### src/rtl/piso_tx.sv
// piso_tx: parallel-to-serial transmitter with valid/ready load handshake.
// Optional trailing even-parity bit when PISO_PARITY_EN is defined.
module piso_tx #(
    parameter int WIDTH     = 8,
    parameter bit MSB_FIRST = 1'b1
) (
    input  logic             clk,
    input  logic             reset,
    input  logic             load_valid,
    output logic             load_ready,
    input  logic [WIDTH-1:0] p_in,
    output logic             s,
    output logic             s_valid,
    output logic             busy,
    output logic             done
);

    localparam int CW = (WIDTH > 2) ? $clog2(WIDTH) : 1;

`ifdef PISO_PARITY_EN
    typedef enum logic [1:0] {IDLE, SHIFT, PARITY} state_t;
`else
    typedef enum logic {IDLE, SHIFT} state_t;
`endif

    state_t           state_q;
    logic [WIDTH-1:0] shreg_q;
    logic [WIDTH-1:0] shift_d;
    logic [CW-1:0]    cnt_q;
    logic             out_bit;
    logic             last_bit;
    logic             accept;
`ifdef PISO_PARITY_EN
    logic             parity_q;
`endif

    assign last_bit = (cnt_q == '0);
    assign accept   = load_valid && load_ready;

    // Shift toward the serial output end; vacated bits fill with zero.
    always_comb begin
        if (MSB_FIRST) begin
            shift_d = {shreg_q[WIDTH-2:0], 1'b0};
            out_bit = shreg_q[WIDTH-1];
        end else begin
            shift_d = {1'b0, shreg_q[WIDTH-1:1]};
            out_bit = shreg_q[0];
        end
    end

    // Status and serial outputs decoded from the current state.
    always_comb begin
        load_ready = 1'b1;
        s          = 1'b0;
        s_valid    = 1'b0;
        busy       = 1'b0;
        done       = 1'b0;
        case (state_q)
            SHIFT: begin
                s       = out_bit;
                s_valid = 1'b1;
                busy    = 1'b1;
`ifdef PISO_PARITY_EN
                load_ready = 1'b0;
`else
                load_ready = last_bit;
                done       = last_bit;
`endif
            end
`ifdef PISO_PARITY_EN
            PARITY: begin
                s          = parity_q;
                s_valid    = 1'b1;
                busy       = 1'b1;
                done       = 1'b1;
                load_ready = 1'b1;
            end
`endif
            default: ;
        endcase
    end

    // Frame FSM: a new word may load on the final cycle of a frame.
    always_ff @(posedge clk) begin
        if (!reset) begin
            state_q  <= IDLE;
            shreg_q  <= '0;
            cnt_q    <= '0;
`ifdef PISO_PARITY_EN
            parity_q <= 1'b0;
`endif
        end else if (accept) begin
            state_q  <= SHIFT;
            shreg_q  <= p_in;
            cnt_q    <= CW'(WIDTH - 1);
`ifdef PISO_PARITY_EN
            parity_q <= ^p_in;
`endif
        end else begin
            case (state_q)
                SHIFT: begin
                    shreg_q <= shift_d;
                    if (last_bit) begin
`ifdef PISO_PARITY_EN
                        state_q <= PARITY;
`else
                        state_q <= IDLE;
`endif
                    end else begin
                        cnt_q <= cnt_q - 1'b1;
                    end
                end
`ifdef PISO_PARITY_EN
                PARITY: state_q <= IDLE;
`endif
                default: ;
            endcase
        end
    end

endmodule
### config.mk
export PLATFORM = sky130hd
export DESIGN_NAME = piso_tx
export DESIGN_NICKNAME = d
export VERILOG_FILES = /design/src/rtl/piso_tx.sv
export SDC_FILE = /design/constraint.sdc
export NUM_CORES = 1
export LEC_CHECK = 0
export BUFFER_PORTS_ARGS = -buffer_cell sky130_fd_sc_hd__clkbuf_2
export CORE_MARGIN = 1.5
export CORE_UTILIZATION = 45
export CTS_BUF_LIST = sky130_fd_sc_hd__clkbuf_4
export CTS_CLUSTER_DIAMETER = 120
export DETAILED_ROUTE_END_ITERATION = 16
export GPL_TIMING_DRIVEN = 0
export HOLD_SLACK_MARGIN = 0.03
export PLACE_DENSITY = 0.73
export SLEW_MARGIN = 15
export SYNTH_ARGS = -nofsm -noshare
export SYNTH_HDL_FRONTEND = slang
export SYNTH_SLANG_ARGS = --single-unit
### constraint.sdc
create_clock -name clk -period 1.6 [get_ports clk]
set_clock_uncertainty 0.2 [all_clocks]
set_input_delay 0.08 -clock clk [delete_from_list [all_inputs] [get_ports clk]]
set_output_delay 0.08 -clock clk [all_outputs]
set_load 0.05 [all_outputs]
# After elaboration in Yosys (flattened, before gate mapping)
# Cells that the tools add are included.
# W data, S select, Z words.
[op_classes]
add_sub_neg = 1
n_mux = 12
n_reduce_logical = 4
n_eq_ne = 1
[ops]
columns = ["operator", "n"]
rows = [
  ["$mux W8", 2],
  ["$mux W3", 3],
  ["$mux W1", 7],
  ["$logic_not A3 Y1", 1],
  ["$sub A3 B1 Y3 const B", 1],
  ["$ne A2 B1 Y1 const B", 1],
  ["$reduce_and A2 Y1", 1],
  ["$reduce_bool A2 Y1", 1],
  ["$logic_and A1 B1 Y1", 1],
]
[totals]
input_bits = 11
reg_bits = 12
wordCells = 21

# Longest topological paths before layout
[logic_depth]
depth_word = 5
depth_mapped = 7

# Least setup slack after synthesis
# Ideal clock, no wire load.
[synth_path]
path_type = "flip-flop to flip-flop"
startpoint = "reg cnt_q[0]"
endpoint = "reg shreg_q[0]"
slack_ns = -0.096
period_less_slack_ns = 1.696
stages_incl_launch_ff = 8
arrival_time_ns = 1.376
setup_ns = 0.119
required_time_ns = 1.281
path_cell_list = "dfxtp_1 -> inv_1 -> ha_1 -> ha_1 -> and2b_4 -> inv_4 -> a32oi_1 -> nor2_1"
[synth_via]
elab_chain_len = 4
[synth_lines]
columns = ["element", "line_no", "text"]
rows = [
  ["from (decl)", "29", "logic [CW-1:0] cnt_q;"],
  ["from (signal assigned)", "95", "cnt_q <= CW'(WIDTH - 1);"],
  ["from (signal assigned)", "110", "cnt_q <= cnt_q - 1'b1;"],
  ["$logic_not A3 Y1 *", "37", "assign last_bit = (cnt_q == '0);"],
  ["$mux W1 *", "58", "case (state_q)"],
  ["net load_ready", "10", "output logic load_ready,"],
  ["$logic_and A1 B1 Y1 *", "38", "assign accept = load_valid && load_ready;"],
  ["$mux W8 or $reduce_bool A2 Y1 (tied branches)", "n/a", ""],
  ["to (signal assigned)", "94", "shreg_q <= p_in;"],
  ["to (signal assigned)", "102", "shreg_q <= shift_d;"],
  ["to (decl)", "27", "logic [WIDTH-1:0] shreg_q;"],
]
# Mark *: on every way through the listed nets, which the timed path passes. The rest lies on a longest branch.
# A chain may end at the register's enable or synchronous reset.

# Final worst setup path
[layout_path]
startpoint = "reg cnt_q[0]"
endpoint = "reg shreg_q[5]"
[layout_via]
elab_chain_len = 4
[layout_lines]
columns = ["element", "line_no"]
rows = [
  ["$logic_not A3 Y1 *", "37"],
  ["$mux W1 *", "58"],
  ["$logic_and A1 B1 Y1 *", "38"],
  ["$mux W8 or $reduce_bool A2 Y1 (tied branches)", "n/a"],
]
# Mark *: on every way between the ends. The rest lies on a longest branch, timed or not.

==> qor.yml <==
run_status:
  outcome: "finished with violations"
  failed_checks: "negative setup slack"
pwr:
  ir_worst_vdd_mv: 0.750
  power_switching_uw: 305
  seqPwrFrac_pct: 39.1
  power_frac_clock_pct: 23.2
  p_per_area_nw_per_um2: 856
  p_sw_share_pct: 33.8
  p_leak_nw: 0.433
  internal-power_uw: 596
  p_comb_share_pct: 37.6
sta:
  fin_crit_ps: 1840
  min_period_over_period_pct: 115
  max_slew_margin_pct: 52.2
  drv_slew: 0
  hold_viol: 0
  setup_viol: 14
  fin_ws_ps: -238
  fmaxAchievable_mhz: 544
  rsz0062_at_grt: "yes"
  worst_pin_slew_ps: 714
synth:
  synth_compound_area_share_pct: 33.9
  syn-num-nets: 78
  synth_top_family_by_area: "compound AO/OA/AOI/OAI gates"
  ys.warnings.count: 0
  synth-seq-cells: 12
  synth_area_per_cell_um2: 9.09
  synthAdderAreaFrac_pct: 4.24
  syn_inst: 65
  syn_area_um2: 591
  synthXorXnorAreaFrac_pct: 0
  synthMuxAreaShare_pct: 0
  synth_seq_area_share_pct: 40.7
  synth.distinct_cells: 19
  yosys.area_share.simple_pct: 9.11
setup_path:
  reg2reg_setup_slack_ps: -240
  worstSetupEndpointType: "flip-flop"
  cp.required_ps: 1600
  reg2reg_depth: 8
  crit_arrival_ps: 1840
  timing.rr.start: "cnt_q[0]$_SDFFE_PN0P_"
  path_class: "flip-flop to flip-flop"
  critPathMaxFanout: 5
  regToRegEndpoint: "shreg_q[5]$_SDFFE_PN0P_"
  crit_start: "cnt_q[0]$_SDFFE_PN0P_"
  critical_path.endpoint: "shreg_q[5]$_SDFFE_PN0P_"
  crit_path_start_kind: "flip-flop"
detailed_routing:
  drc_errors: 0
  ant_nets: 0
  first_pass_iters: 4
  avgViaCountPerCell: 5.92
  wl_per_cell_um: 17.4
  drt-initial-drc-count: 33
  wl_um: 2030
  num_vias: 693
global_routing:
  grt_max_degree: 11
  antenna_found_initial: 0
  overflow: 0
  grt_util_all_layers_pct: 23.6
  grt_pass1_wl_um: 2370
  grt_pass1_vias: 565
floorplanning:
  start_util_pct: 50.4
  die_w_um: 39.2
  ios: 16
  fp.dieArea_um2: 1540
  num_rows: 12
  core-area_um2: 1170
  die_h_um: 39.2
clocking:
  clk_latency_ps: 290
  cts_tree: "built"
  clockBufferDepth: 2
  cts.clk_slew.worst_paths_ps: 80
  clock_sinks: 12
  root_buffer: "clkbuf_4"
  htree_levels: 1
  cts_buffers: 3
cells_and_area:
  nNetsFinal: 117
  n_antenna_cell: 0
  fin_util_pct: 89.9
  drive_gt1_share_pct: 53.4
  area_growth_pct: 78.2
place:
  gp_congestion: 0.711
  port-buffer-count: 15
  dpl.hpwl_um: 895
  dp_slack_ps: -49.6
min_path:
  min_path_type: "flip-flop to flip-flop"
flow_run:
  timing.max_cap.violations: 0
-- worst min path at each step --
stage / cells past startpoint / slack (ps) / end / start
2_1_floorplan: 2 / 20 / shreg_q[1]$_SDFFE_PN0P_ / reset
3_3_place_gp: 3 / 170 / shreg_q[0]$_SDFFE_PN0P_ / p_in[0]
3_5_place_dp: 3 / 180 / shreg_q[0]$_SDFFE_PN0P_ / p_in[0]
4_1_cts: 1 / 250 / cnt_q[0]$_SDFFE_PN0P_ / cnt_q[0]$_SDFFE_PN0P_
5_1_grt: 1 / 280 / cnt_q[0]$_SDFFE_PN0P_ / cnt_q[0]$_SDFFE_PN0P_
6_report: 1 / 270 / cnt_q[0]$_SDFFE_PN0P_ / cnt_q[0]$_SDFFE_PN0P_
-- metal layers --
layer / track usage [%] / up-vias / share of wire (%)
met1: 24.4 / 328 / 39
met2: 43.8 / 38 / 50
met4: 10.3 / 0 / 3.3
met3: 5.78 / 7 / 7.6
li1: - / 320 / -
met5: 0 / - / 0
-- Yosys cell counts (all sizes together) --
cell,n,area [um2]
and2,2,15.0
a211oi,3,37.5
bufinv,1,17.5
nor2,2,7.51
a21oi,8,40.0
and2b,1,10.0
inv,5,21.3
nor3,3,15.0
dfxtp,12,240
or2,1,6.26
ha,2,25.0
o21ai,14,70.1
a31oi,7,43.8
a32oi,1,8.76
buf,3,32.5
-- layout by cell type (no fill, tap or decap) --
master         count
a211oi_2           3
a21oi_1            8
a31oi_1            5
a31oi_2            1
a31oi_4            1
a32oi_2            1
and2_2             2
and2b_4            1
buf_12             3
buf_2              1
buf_4              3
buf_6              4
buf_8              1
bufinv_8           1
clkbuf_16          2
clkbuf_2          13
clkbuf_4           3
clkinv_1           1
dfxtp_1            9
dfxtp_2            3
dlygate4sd3_1     10
ha_4               2
inv_1              2
inv_2              2
inv_8              1
nor2_1             2
nor3_1             1
nor3_2             2
o21ai_0            7
o21ai_1            3
o21ai_2            4
or2_2              1
-- power by group through the flow --
| stage | clock network, mW | registers (mW) | logic, mW |
|---|---|---|---|
| floorplan | 0 | 0.354 | 0.156 |
| global placement | 0 | 0.350 | 0.204 |
| detailed placement | 0 | 0.351 | 0.209 |
| CTS | 0.199 | 0.344 | 0.260 |
| global route | 0.231 | 0.354 | 0.357 |
| finish | 0.209 | 0.352 | 0.339 |
-- final cells by class --
| cell class | instances | area (um2) |
|---|---|---|
| multi-input cells | 44 | 358 |
| repair buffers | 34 | 330 |
| flip-flops and latches | 12 | 244 |
| fillers | 51 | 119 |
| inverters | 6 | 43.8 |
| plain buffers | 3 | 32.5 |
| clock buffers | 3 | 22.5 |
| well taps | 14 | 17.5 |
| clock inverters | 1 | 3.75 |
-- flip-flops by register name, indices dropped and copies added, names as in the netlist --
signal,count
cnt_q,3
shreg_q,8
state_q,1
-- per-stage QoR --
stage	area [um2]	hold slack, ps	instances	setup TNS, ps	total power, mW
5_1_grt	1050	280	117	-2370	0.942
3_3_place_gp	716	168	94	-63.8	0.554
4_1_cts	906	254	111	-1110	0.804
2_1_floorplan	623	18.4	65	-2.21	0.511
6_report	1050	268	117	-1930	0.901
3_5_place_dp	716	178	94	-247	0.561
-- cells by family after synthesis --
kind of cell | Yosys count
fa+ha+maj | 2
buf+inv | 9
simple gates | 9
flops | 12
compound gates | 33
-- repair_timing --
item                                    in CTS  in global routing
hold buffers                                10                  0
endpoints found under the setup margin      10                 13
gates cloned                                 0                  1
setup buffers                                3                  5
endpoints found under the hold margin       10                  0
pin swaps                                    2                  8
gates resized for setup                      5                 15
-- worst max-delay path, stage by stage, from the launching register on --
cell	delay, ps
dfxtp_2	370
inv_2	50
ha_4	160
ha_4	140
and2b_4	290
buf_6	150
buf_12	120
o21ai_2	60
a21oi_1	210
Power figures use the tool's default switching activity.
